File: src/rtl/counter_scheduler.sv
// Time-shares one external enable/clear up-counter among NREQ requesters.
// SCHED_RR_EN selects round-robin arbitration; otherwise the lowest index wins.
module counter_scheduler #(
  parameter int NREQ  = 4,
  parameter int WIDTH = 8
) (
  input  logic                  clk,
  input  logic                  reset_n,
  input  logic [NREQ-1:0]       req,
  input  logic [NREQ*WIDTH-1:0] limit,
  input  logic [WIDTH-1:0]      cnt_val,
  output logic                  cnt_clr,
  output logic                  cnt_en,
  output logic [NREQ-1:0]       grant,
  output logic [NREQ-1:0]       done,
  output logic                  abort,
  output logic                  busy
);

  localparam int IW = (NREQ > 1) ? $clog2(NREQ) : 1;

  localparam logic [1:0] IDLE  = 2'd0;
  localparam logic [1:0] CLEAR = 2'd1;
  localparam logic [1:0] RUN   = 2'd2;
  localparam logic [1:0] DONE  = 2'd3;

  logic [1:0]       state;
  logic [IW-1:0]    owner;
  logic [WIDTH-1:0] lim_q;
  logic [IW-1:0]    win;
  logic             any;
  logic             req_own;
  logic             hit;

`ifdef SCHED_RR_EN
  logic [IW-1:0]    ptr;
`endif

  // First active request in search order; round-robin starts after ptr.
  always_comb begin
    win = '0;
    any = 1'b0;
    for (int k = 0; k < NREQ; k++) begin
      int idx;
`ifdef SCHED_RR_EN
      idx = (int'(ptr) + 1 + k) % NREQ;
`else
      idx = k;
`endif
      if (!any && req[idx[IW-1:0]]) begin
        any = 1'b1;
        win = idx[IW-1:0];
      end
    end
  end

  assign req_own = req[owner];
  assign hit     = (cnt_val == lim_q);
  assign busy    = (state != IDLE);
  // Abort overrides both the clear and the terminal-count check.
  assign abort   = ((state == CLEAR) || (state == RUN)) && !req_own;
  assign cnt_clr = (state == CLEAR) && req_own;
  assign cnt_en  = (state == RUN) && req_own && !hit;

  always_comb begin
    grant = '0;
    done  = '0;
    if (busy)          grant[owner] = 1'b1;
    if (state == DONE) done[owner]  = 1'b1;
  end

  always_ff @(posedge clk or negedge reset_n) begin
    if (!reset_n) begin
      state <= IDLE;
      owner <= '0;
      lim_q <= '0;
`ifdef SCHED_RR_EN
      ptr   <= IW'(NREQ - 1);
`endif
    end else begin
      case (state)
        IDLE: if (any) begin
          state <= CLEAR;
          owner <= win;
          lim_q <= limit[int'(win)*WIDTH +: WIDTH];
`ifdef SCHED_RR_EN
          ptr   <= win;
`endif
        end
        CLEAR: state <= abort ? IDLE : RUN;
        RUN: begin
          if (abort)    state <= IDLE;
          else if (hit) state <= DONE;
        end
        default: state <= IDLE;
      endcase
    end
  end

endmodule
File: config.mk
export PLATFORM = sky130hd
export DESIGN_NAME = counter_scheduler
export DESIGN_NICKNAME = d
export VERILOG_FILES = /design/src/rtl/counter_scheduler.sv
export SDC_FILE = /design/constraint.sdc
export NUM_CORES = 1
export LEC_CHECK = 0
export BUFFER_PORTS_ARGS = -buffer_cell sky130_fd_sc_hd__buf_2
export CAP_MARGIN = 20
export CORE_AREA = 4 4 49 60
export DETAILED_ROUTE_END_ITERATION = 6
export DIE_AREA = 0 0 53 64
export GPL_TIMING_DRIVEN = 1
export PLACE_DENSITY = 0.76
export SLEW_MARGIN = 20
export SYNTH_ARGS = -nofsm -noshare
export SYNTH_HDL_FRONTEND = slang
export SYNTH_SLANG_ARGS = --single-unit
File: constraint.sdc
create_clock -name clk -period 2.08 [get_ports clk]
set_input_delay 0.416 -clock clk [delete_from_list [all_inputs] [get_ports clk]]
set_output_delay 0.416 -clock clk [all_outputs]
set_load 0.03 [all_outputs]
==> results of run 1 <==
## per-layer routing
layer,global-route usage,vias to the layer above,share of wire
met5,0,-,0
met3,0.0256,4,0.098
met1,0.216,502,0.40
met2,0.329,48,0.49
li1,-,533,-
met4,0.0575,0,0.012
## Yosys cell counts, drive strengths merged
library cell	count
a211oi	1
nor3	1
and2	1
mux2	1
clkbuf	3
mux2i	9
xnor2	8
nor2	6
o221ai	8
dfrtp	12
and3	3
inv	4
a21o	1
ha	4
o21ai	3
o22a	1
nand4	2
nor3b	5
a311o	1
nand2	13
and3b	2
o41ai	1
o311ai	1
nor2b	2
o21bai	1
a31oi	1
a22oi	8
buf	4
o2111ai	1
## power by group
part	internal (µW)	leakage, µW	switching (µW)
Combinational	480	0.000558	621
Sequential	348	0.000149	103
Clock	106	0.0000210	84.5
## critical path, stage by stage (launching register included)
cell and delay [ns]:
dfrtp_1 0.37, inv_1 0.07, ha_1 0.32, nor3b_2 0.17, a31oi_2 0.16, inv_1 0.08, buf_2 0.18
## what timing repair did
| action | CTS | global route |
|---|---|---|
| endpoints found under the hold margin | 0 | 0 |
| gates cloned | 0 | 0 |
| resized for setup | 0 | 5 |
| setup buffers | 3 | 1 |
| setup endpoints to repair | 2 | 4 |
## final cells by class
cell class	count	area (µm²)
clock buffers	4	36.3
well taps	33	41.3
fillers	245	1030
multi-input cells	85	639
flip-flops and latches	12	300
repair buffers	67	360
inverters	4	15.0
## metrics by stage
stage | cell area (µm²) | instances | hold WS, ns | util | worst slack [ns]
floorplan | 981 | 108 | 0.120 | - | 0.101
CTS | 1380 | 204 | 0.0150 | 0.568 | 0.00278
finish | 1390 | 205 | 0.00678 | 0.574 | 0.0427
detailed placement | 1320 | 197 | 0.315 | 0.544 | 0.167
global placement | 1320 | 197 | 0.308 | 0.544 | 0.211
global route | 1390 | 205 | 0.0312 | 0.574 | -0.0887
## flip-flops by register name, indices dropped and copies added, names as in the netlist
register and cells:
owner 2, state 2, lim_q 8
## logic make-up after synthesis
logic type / Yosys count
buffers and inverters: 11
multiplexers: 10
adder cells (fa/ha/maj): 4
AO/OA/AOI/OAI: 28
flip-flops: 12
XOR/XNOR: 8
AND/OR/NAND/NOR: 35
## worst max path at each step
stage,startpoint,end,slack (ns),cells past startpoint
2_1_floorplan,state[0]$_DFFE_PN0P_,cnt_en,0.10,4
3_3_place_gp,cnt_val[6],cnt_en,0.21,6
3_5_place_dp,state[0]$_DFFE_PN0P_,abort,0.17,6
4_1_cts,state[1]$_DFFE_PN0P_,abort,0.003,6
5_1_grt,state[0]$_DFFE_PN0P_,abort,-0.09,6
6_report,state[0]$_DFFE_PN0P_,abort,0.04,6
==> reports/results.ini, run 1 <==
[global_route]
grt_pass1_vias = 1056
antenna_found_initial = 0
grt_pass1_wl_um = 4650
track_usage = 0.183
grt_max_degree = 14
grt_overflow = 0

[power_and_ir_drop]
power_uw = 1740
peakVddDrop_mv = 0.612
p_per_area_mw_per_mm2 = 1250
leakage_uw = 0.000728

[sta]
max-slew-margin-rel = 0.759
fmax_mhz = 491
rsz0062_at_grt = yes
period_needed_ns = 2.04
drv_slew = 0
period_share = 0.979
clock_skew_ns = 0.00198
finalSetupViolCount = 0
final_hold_viol_count = 0
tightest_slew_ns = 0.362
finalSetupTns_ns = 0

[worst_setup_path]
timing.rr.end = state[0]$_DFFE_PN0P_
end_kind = output pin
worstReg2RegStart = state[0]$_DFFE_PN0P_
cp.required_ns = 1.66
start_kind = flip-flop
rr_worst_depth = 7
critPathKind = reg2out
cp_max_fo = 2
arrival_ns = 1.62
r2r_slack_ns = 0.34

[yosys]
ys_ff_latch = 12
synthSimpleGateAreaFrac = 0.190
synth-compound-area-share = 0.230
synth.avg_cell_area_um2 = 9.08
synth_area_leader_cell = dfrtp_1
synth_area_um2 = 981
ys_seq_area_frac = 0.306
synth_top_family_by_area = compound AO/OA/AOI/OAI gates
netlist_instances = 108
ys_types = 32
synthXorXnorAreaFrac = 0.0714
synthTopCellsByArea = dfrtp_1 (31%), mux2i_1 (9.2%), o221ai_1 (7.1%)
synth_fp_nets = 158
ys_warn_count = 0
synth_top_area_frac = 0.306
muxShareOfSynthArea = 0.103
synth-adder-area-share = 0.0510

[finish]
syn2layout_area_growth_pct = 42.0
final_common_cell = buf_2
mostFrequentLayoutCells = buf_2 (57), nand2_1 (13), dfrtp_1 (12), buf_4 (10)
drive_gt1_frac = 0.453
diodes = 0
nets = 223

[floorplanning]
dieArea_mm2 = 0.00339
die_y_um = 64
fp.dieW_um = 53
start_util = 0.404
num_rows = 20
core_mm2 = 0.00243
ios = 58

[clocking]
cts-root-buf = clkbuf_4
clkLatencyLatePin_ns = 0.28
path_clk_slew_ns = 0.08
cts_tree = done
ctsHoldBuffers = 0
htree_levels = 1
clockBufferDepth = 2
cts_buffers = 3
cts.sinks = 12

[hold_path]
worst_hold_path_type = in2async

[routing]
vias = 1087
viasPerCell = 5.30
drc = 0
drt_iter0_markers = 16
totalWireLength_um = 2840
first_pass_iters = 4
postRouteAntennaNets = 0
wire_per_inst_um = 13.8

[placed_design]
place.gp.congestion = 0.793
io_buffers = 57
dp_hpwl_um = 2290

[status]
status = finished, final reports clean

[flow_run]
maxCapViolCount = 0

(Power assumes the default switching activity.)
==> run 2: changes to the inputs <==
==> constraint.sdc (replaced) <==
create_clock -name clk -period 2.1 [get_ports clk]
set_input_delay 0.42 -clock clk [delete_from_list [all_inputs] [get_ports clk]]
set_output_delay 0.42 -clock clk [all_outputs]
set_load 0.03 [all_outputs]
==> run 2 against run 1 <==
Sequential power about the same. Clock skew is 0.0018 ns lower. Sequential share of layout area is 0.68 points higher. Cell count down 2.4%. Worst hold slack gained 0.012 ns. Clock-buffer cell count shrank 1. Clock power fell by 27%. Combinational power barely moved. Critical path type unchanged.
==> reports/results.ini, run 2 (synthesis results as in run 1) <==
[global_route]
grt_pass1_vias = 1079  ; +2.2%
grt_overflow = 0  ; unchanged
grt_pass1_wl_um = 4580  ; -1.5%
antenna_found_initial = 0  ; unchanged
grt_max_degree = 14  ; unchanged
track_usage = 0.177  ; -0.00598

[worst_setup_path]
arrival_ns = 1.63  ; about the same
slowest_stage = dfrtp_1
cp_top_family = flip-flops
critPathMaxStageDelay_ns = 0.41  ; +0.04 ns
cp_max_fo = 4  ; +2
path_buf_inv = 3  ; unchanged
critPathKind = reg2out
cp.required_ns = 1.68  ; +0.02 ns
end_kind = output pin
start_kind = flip-flop
rr_worst_depth = 7  ; unchanged
crit_chain = inv_2 -> ha_1 -> nor3b_2 -> a31oi_2 -> inv_1 -> buf_4
cp.depth = 6  ; unchanged

[hold_path]
worst_hold_path_type = in2async

[finish]
final_common_cell = buf_2
post-route-util = 0.556  ; -0.0175
largest_reg_flops = 8  ; unchanged
nets = 219  ; -1.8%
mostFrequentLayoutCells = buf_2 (55), nand2_1 (13), dfrtp_1 (12), mux2i_1 (9)
fillers = 251  ; +2.4%
largestRegisters = lim_q (8), owner (2), state (2)
syn2layout_area_growth_pct = 37.6
top_register = lim_q
drive_gt1_frac = 0.425  ; -0.0283
diodes = 0  ; unchanged

[clocking]
htree_levels = 1  ; unchanged
path_clk_slew_ns = 0.07  ; about the same
cts.sinks = 12  ; unchanged
clkLatencyLatePin_ns = 0.27  ; about the same
cts-root-buf = clkbuf_4
clockBufferDepth = 2  ; unchanged
cts_buffers = 3  ; unchanged
cts_tree = done

[floorplanning]
num_rows = 20  ; unchanged
start_util = 0.404  ; unchanged
dieArea_mm2 = 0.00339  ; unchanged
core_mm2 = 0.00243  ; unchanged
die_y_um = 64  ; unchanged
fp.dieW_um = 53  ; unchanged
ios = 58  ; unchanged

[sta]
tightest_slew_ns = 1.07  ; +0.712 ns
finalSetupViolCount = 0  ; unchanged
period_needed_ns = 2.05
clock_skew_ns = 0.000203  ; -0.00178 ns
drv_slew = 0  ; unchanged
period_share = 0.976
fmax_mhz = 488
fin_hold_ws_ns = 0.0187  ; +0.0119 ns
rsz0062_at_grt = yes
final_hold_viol_count = 0  ; unchanged
finalSetupTns_ns = 0  ; unchanged
timing.final.ws_setup_ns = 0.0508  ; +0.00806 ns
max-slew-margin-rel = 0.283  ; -0.476

[power_and_ir_drop]
comb_power_share = 0.647  ; +0.016
p_int_uw = 884  ; -5.4%
leakage_uw = 0.000705  ; -3.2%
p_sw_frac = 0.471  ; +0.00717
peakVddDrop_mv = 0.569  ; -7.0%
power_frac_seq = 0.270  ; +0.011
clockPowerShare = 0.083  ; -0.027
p_per_area_mw_per_mm2 = 1240  ; -1.1%
switching_power_uw = 787  ; -2.7%

[placed_design]
place.gp.congestion = 0.792  ; -0.13%
io_buffers = 57  ; unchanged
dp_hpwl_um = 2220  ; -3.3%
post-place-ws_ns = 0.0419  ; -0.125 ns

[routing]
drt_iter0_markers = 13  ; -3
postRouteAntennaNets = 0  ; unchanged
viasPerCell = 5.32  ; +0.24%
first_pass_iters = 5  ; +1
wire_per_inst_um = 13.9  ; +0.26%
totalWireLength_um = 2780  ; -2.2%
vias = 1063  ; -2.2%
drc = 0  ; unchanged

[status]
status = finished, final reports clean

[flow_run]
maxCapViolCount = 0  ; unchanged

-- run 2: worst paths after layout --
kind	start	to	slack, ns
min in group clk	limit[15]	lim_q[7]$_DFFE_PN0P_	0.47
max in group asynchronous	reset_n	lim_q[1]$_DFFE_PN0P_	1.87
worst min-delay path	reset_n	lim_q[4]$_DFFE_PN0P_	0.02
worst max-delay path	state[1]$_DFFE_PN0P_	abort	0.05
worst min register to register	lim_q[3]$_DFFE_PN0P_	lim_q[3]$_DFFE_PN0P_	0.51
worst max register to register	state[1]$_DFFE_PN0P_	lim_q[1]$_DFFE_PN0P_	0.32
-- run 2: metrics by stage --
| step | power, µW | cell area, µm² | cells |
|---|---|---|---|
| after floorplan | 1180 | 981 | 108 |
| after global placement | 1420 | 1300 | 194 |
| after detailed placement | 1460 | 1300 | 194 |
| after CTS | 1640 | 1330 | 198 |
| after global routing | 1810 | 1350 | 200 |
| final | 1670 | 1350 | 200 |
-- run 2: layer usage --
metal  part of all wire  global-route usage  up-vias
met2               0.48               0.298       52
met4             0.0058              0.0671        0
li1                   -                   -      521
met1               0.41               0.225      488
met5                  0                   0        -
met3              0.097              0.0210        2
-- run 2: area by class of cell --
cell class / instances / area (µm²) / area share
flip-flops and latches: 12 / 300 / 0.222
repair buffers: 63 / 335 / 0.248
well taps: 33 / 41.3 / 0.0306
clock buffers: 3 / 22.5 / 0.0167
multi-input cells: 85 / 633 / 0.469
inverters: 4 / 17.5 / 0.0130
-- run 2: power by group through the flow --
stage          Clock [µW]  Sequential, µW  Combinational [µW]
2_1_floorplan           0             420                 757
3_3_place_gp            0             448                 976
3_5_place_dp            0             458                1010
4_1_cts               144             453                1040
5_1_grt               156             469                1180
6_report              139             451                1080
-- run 2: repair_timing --
| item | 4_1_cts | 5_1_grt |
|---|---|---|
| buffers inserted | 1 | 2 |
| hold buffers | 0 | 0 |
| setup endpoints to repair | 2 | 3 |
| gates resized for setup | 2 | 4 |
==> run 3: changes to the inputs <==
--- a/config.mk
+++ b/config.mk
@@ -7,11 +7,13 @@
 export LEC_CHECK = 0
 export BUFFER_PORTS_ARGS = -buffer_cell sky130_fd_sc_hd__buf_2
 export CAP_MARGIN = 20
-export CORE_AREA = 4 4 49 60
+export CELL_PAD_IN_SITES_DETAIL_PLACEMENT = 0
+export CELL_PAD_IN_SITES_GLOBAL_PLACEMENT = 2
+export CORE_AREA = 4 4 65 79
 export DETAILED_ROUTE_END_ITERATION = 6
-export DIE_AREA = 0 0 53 64
+export DIE_AREA = 0 0 69 83
 export GPL_TIMING_DRIVEN = 1
-export PLACE_DENSITY = 0.76
+export PLACE_DENSITY_LB_ADDON = 0.1
 export SLEW_MARGIN = 20
 export SYNTH_ARGS = -nofsm -noshare
 export SYNTH_HDL_FRONTEND = slang
==> run 3 against run 2 <==
Critical path depth unchanged. Worst setup slack improved by 0.037 ns. Power increased by 7.8%. Via count is the same. Worst hold slack improved by 0.044 ns. Combinational power hardly changed. Clock skew is 0.0017 ns higher. Non-clock buffer count rose by 4. Register-to-register slack better by 0.02 ns. Wire length rose by 17%. Cell count increased by 15%. Largest power group unchanged. Highest routed layer unchanged.
==> reports/results.ini, run 3 (synthesis results as in run 1) <==
[sta]
period_needed_ns = 2.01  ; -0.0373 ns
fin_hold_ws_ns = 0.0629  ; +0.0442 ns
tightest_slew_ns = 0.642  ; -0.431 ns
fmax_mhz = 497  ; +1.9%
period_share = 0.958  ; -0.0178
max-slew-margin-rel = 0.571  ; +0.288
final_hold_viol_count = 0  ; unchanged
drv_slew = 0  ; unchanged
finalSetupTns_ns = 0  ; unchanged
finalSetupViolCount = 0  ; unchanged
clock_skew_ns = 0.00188  ; +0.00168 ns
rsz0062_at_grt = no

[floorplanning]
die_y_um = 83  ; +30%
num_rows = 27  ; +35%
fp.dieW_um = 69  ; +30%
dieArea_mm2 = 0.00573  ; +69%
start_util = 0.220  ; -0.184
core_mm2 = 0.00446  ; +84%
ios = 58  ; unchanged

[global_route]
grt_pass1_vias = 1126  ; +4.4%
grt_max_degree = 14  ; unchanged
antenna_found_initial = 0  ; unchanged
track_usage = 0.111  ; -0.0657
grt_overflow = 0  ; unchanged
grt_pass1_wl_um = 5230  ; +14%

[routing]
totalWireLength_um = 3250  ; +17%
viasPerCell = 4.62  ; -13%
postRouteAntennaNets = 0  ; unchanged
drc = 0  ; unchanged
first_pass_iters = 4  ; -1
drt_iter0_markers = 22  ; +9
vias = 1063  ; unchanged
wire_per_inst_um = 14.1  ; +1.7%

[placed_design]
place.gp.congestion = 0.722  ; -8.8%
io_buffers = 57  ; unchanged
dp_hpwl_um = 2590  ; +17%
placed_area_mm2 = 0.00135  ; +4.1%

[finish]
drive_gt1_frac = 0.436  ; +0.0109
largestRegisters = lim_q (8), owner (2), state (2)
post-route-util = 0.323  ; -0.234
mostFrequentLayoutCells = buf_2 (56), nand2_1 (13), dfrtp_1 (12), buf_4 (11), mux2i_1 (9)
fillers = 514  ; +100%
final_common_cell = buf_2
top_register = lim_q
largest_reg_flops = 8  ; unchanged
syn2layout_area_growth_pct = 46.7
nets = 223  ; +1.8%
diodes = 0  ; unchanged
post-route-cell-area_mm2 = 0.00144  ; +6.6%

[clocking]
clkLatencyLatePin_ns = 0.24  ; -0.03 ns
path_clk_slew_ns = 0.05  ; -0.02 ns
cts_tree = done
clockBufferDepth = 2  ; unchanged
cts-root-buf = clkbuf_8
htree_levels = 1  ; unchanged
cts.sinks = 12  ; unchanged
cts_buffers = 3  ; unchanged
ctsHoldBuffers = 0  ; unchanged

[worst_setup_path]
cp_max_fo = 4  ; unchanged
end_kind = output pin
cp.required_ns = 1.68  ; about the same
arrival_ns = 1.59  ; -0.04 ns
critPathKind = reg2out
r2r_slack_ns = 0.34  ; +0.02 ns
start_kind = flip-flop

[power_and_ir_drop]
power_frac_seq = 0.253  ; -0.017
p_int_uw = 994  ; +12%
p_per_area_mw_per_mm2 = 1250  ; +1.2%
clockPowerShare = 0.140  ; +0.057
comb_power_share = 0.607  ; -0.040
peakVddDrop_mv = 0.298  ; -48%
p_sw_frac = 0.448  ; -0.0225
leakage_uw = 0.000740  ; +5.0%
switching_power_uw = 808  ; +2.7%

[hold_path]
worst_hold_path_type = in2async

[flow_run]
maxCapViolCount = 0  ; unchanged

[status]
status = finished, final reports clean

==> run 3: cell types whose count changed in the layout (fill, tap and decap cells not counted) <==
| cell | previous run | this run |
|---|---|---|
| clkbuf_8 | 0 | 4 |
| buf_4 | 8 | 11 |
| clkbuf_4 | 3 | 0 |
| buf_2 | 55 | 56 |
| inv_1 | 2 | 3 |
| inv_4 | 1 | 0 |
==> run 3: layout make-up <==
cell class / count / area [µm²] / area share
Sequential cell: 12 / 300 / 0.209
Tap cell: 58 / 72.6 / 0.0504
Multi-Input combinational cell: 85 / 633 / 0.440
Timing Repair Buffer: 67 / 363 / 0.252
Clock buffer: 4 / 55.1 / 0.0383
Inverter: 4 / 15.0 / 0.0104
==> run 3: per-layer routing <==
layer	wire length, µm	global-route usage	up-vias
li1	-	-	534
met1	1420	0.133	489
met2	1610	0.201	38
met3	200	0.0266	2
met4	15	0.0213	0
met5	0	0	-
==> run 3: worst paths after layout <==
| path | start | cells past startpoint | end |
|---|---|---|---|
| max | state[1]$_DFFE_PN0P_ | 6 | abort |
| min reg2reg | lim_q[4]$_DFFE_PN0P_ | 2 | lim_q[4]$_DFFE_PN0P_ |
| min | reset_n | 1 | lim_q[1]$_DFFE_PN0P_ |
| min in group clk | limit[12] | 3 | lim_q[4]$_DFFE_PN0P_ |
| max reg2reg | state[1]$_DFFE_PN0P_ | 7 | state[0]$_DFFE_PN0P_ |
| max in group asynchronous | reset_n | 1 | lim_q[2]$_DFFE_PN0P_ |
==> run 3: repair_timing <==
item / CTS / global route
buffers inserted: 2 / 2
gates cloned: 0 / 0
endpoints found under the setup margin: 1 / 3
gates resized for setup: 0 / 4
==> run 3: power by group through the flow <==
stage / combinational (µW) / clock [µW] / sequential (µW)
after CTS: 1070 / 262 / 456
after global routing: 1200 / 278 / 472
after floorplan: 757 / 0 / 420
final: 1090 / 253 / 455
after detailed placement: 1030 / 0 / 466
after global placement: 1020 / 0 / 466
==> run 3: per-stage QoR <==
stage | total power (µW) | worst slack, ns | std cells
floorplan | 1180 | 0.117 | 108
global placement | 1490 | 0.181 | 222
detailed placement | 1490 | 0.162 | 222
CTS | 1790 | 0.0298 | 228
global route | 1950 | 0.00145 | 230
finish | 1800 | 0.0880 | 230
==> run 3: worst max-delay path, stage by stage (launching register included) <==
cell	delay (ns)
dfrtp_1	0.40
inv_2	0.07
ha_1	0.30
nor3b_2	0.16
a31oi_2	0.17
inv_1	0.08
buf_4	0.17
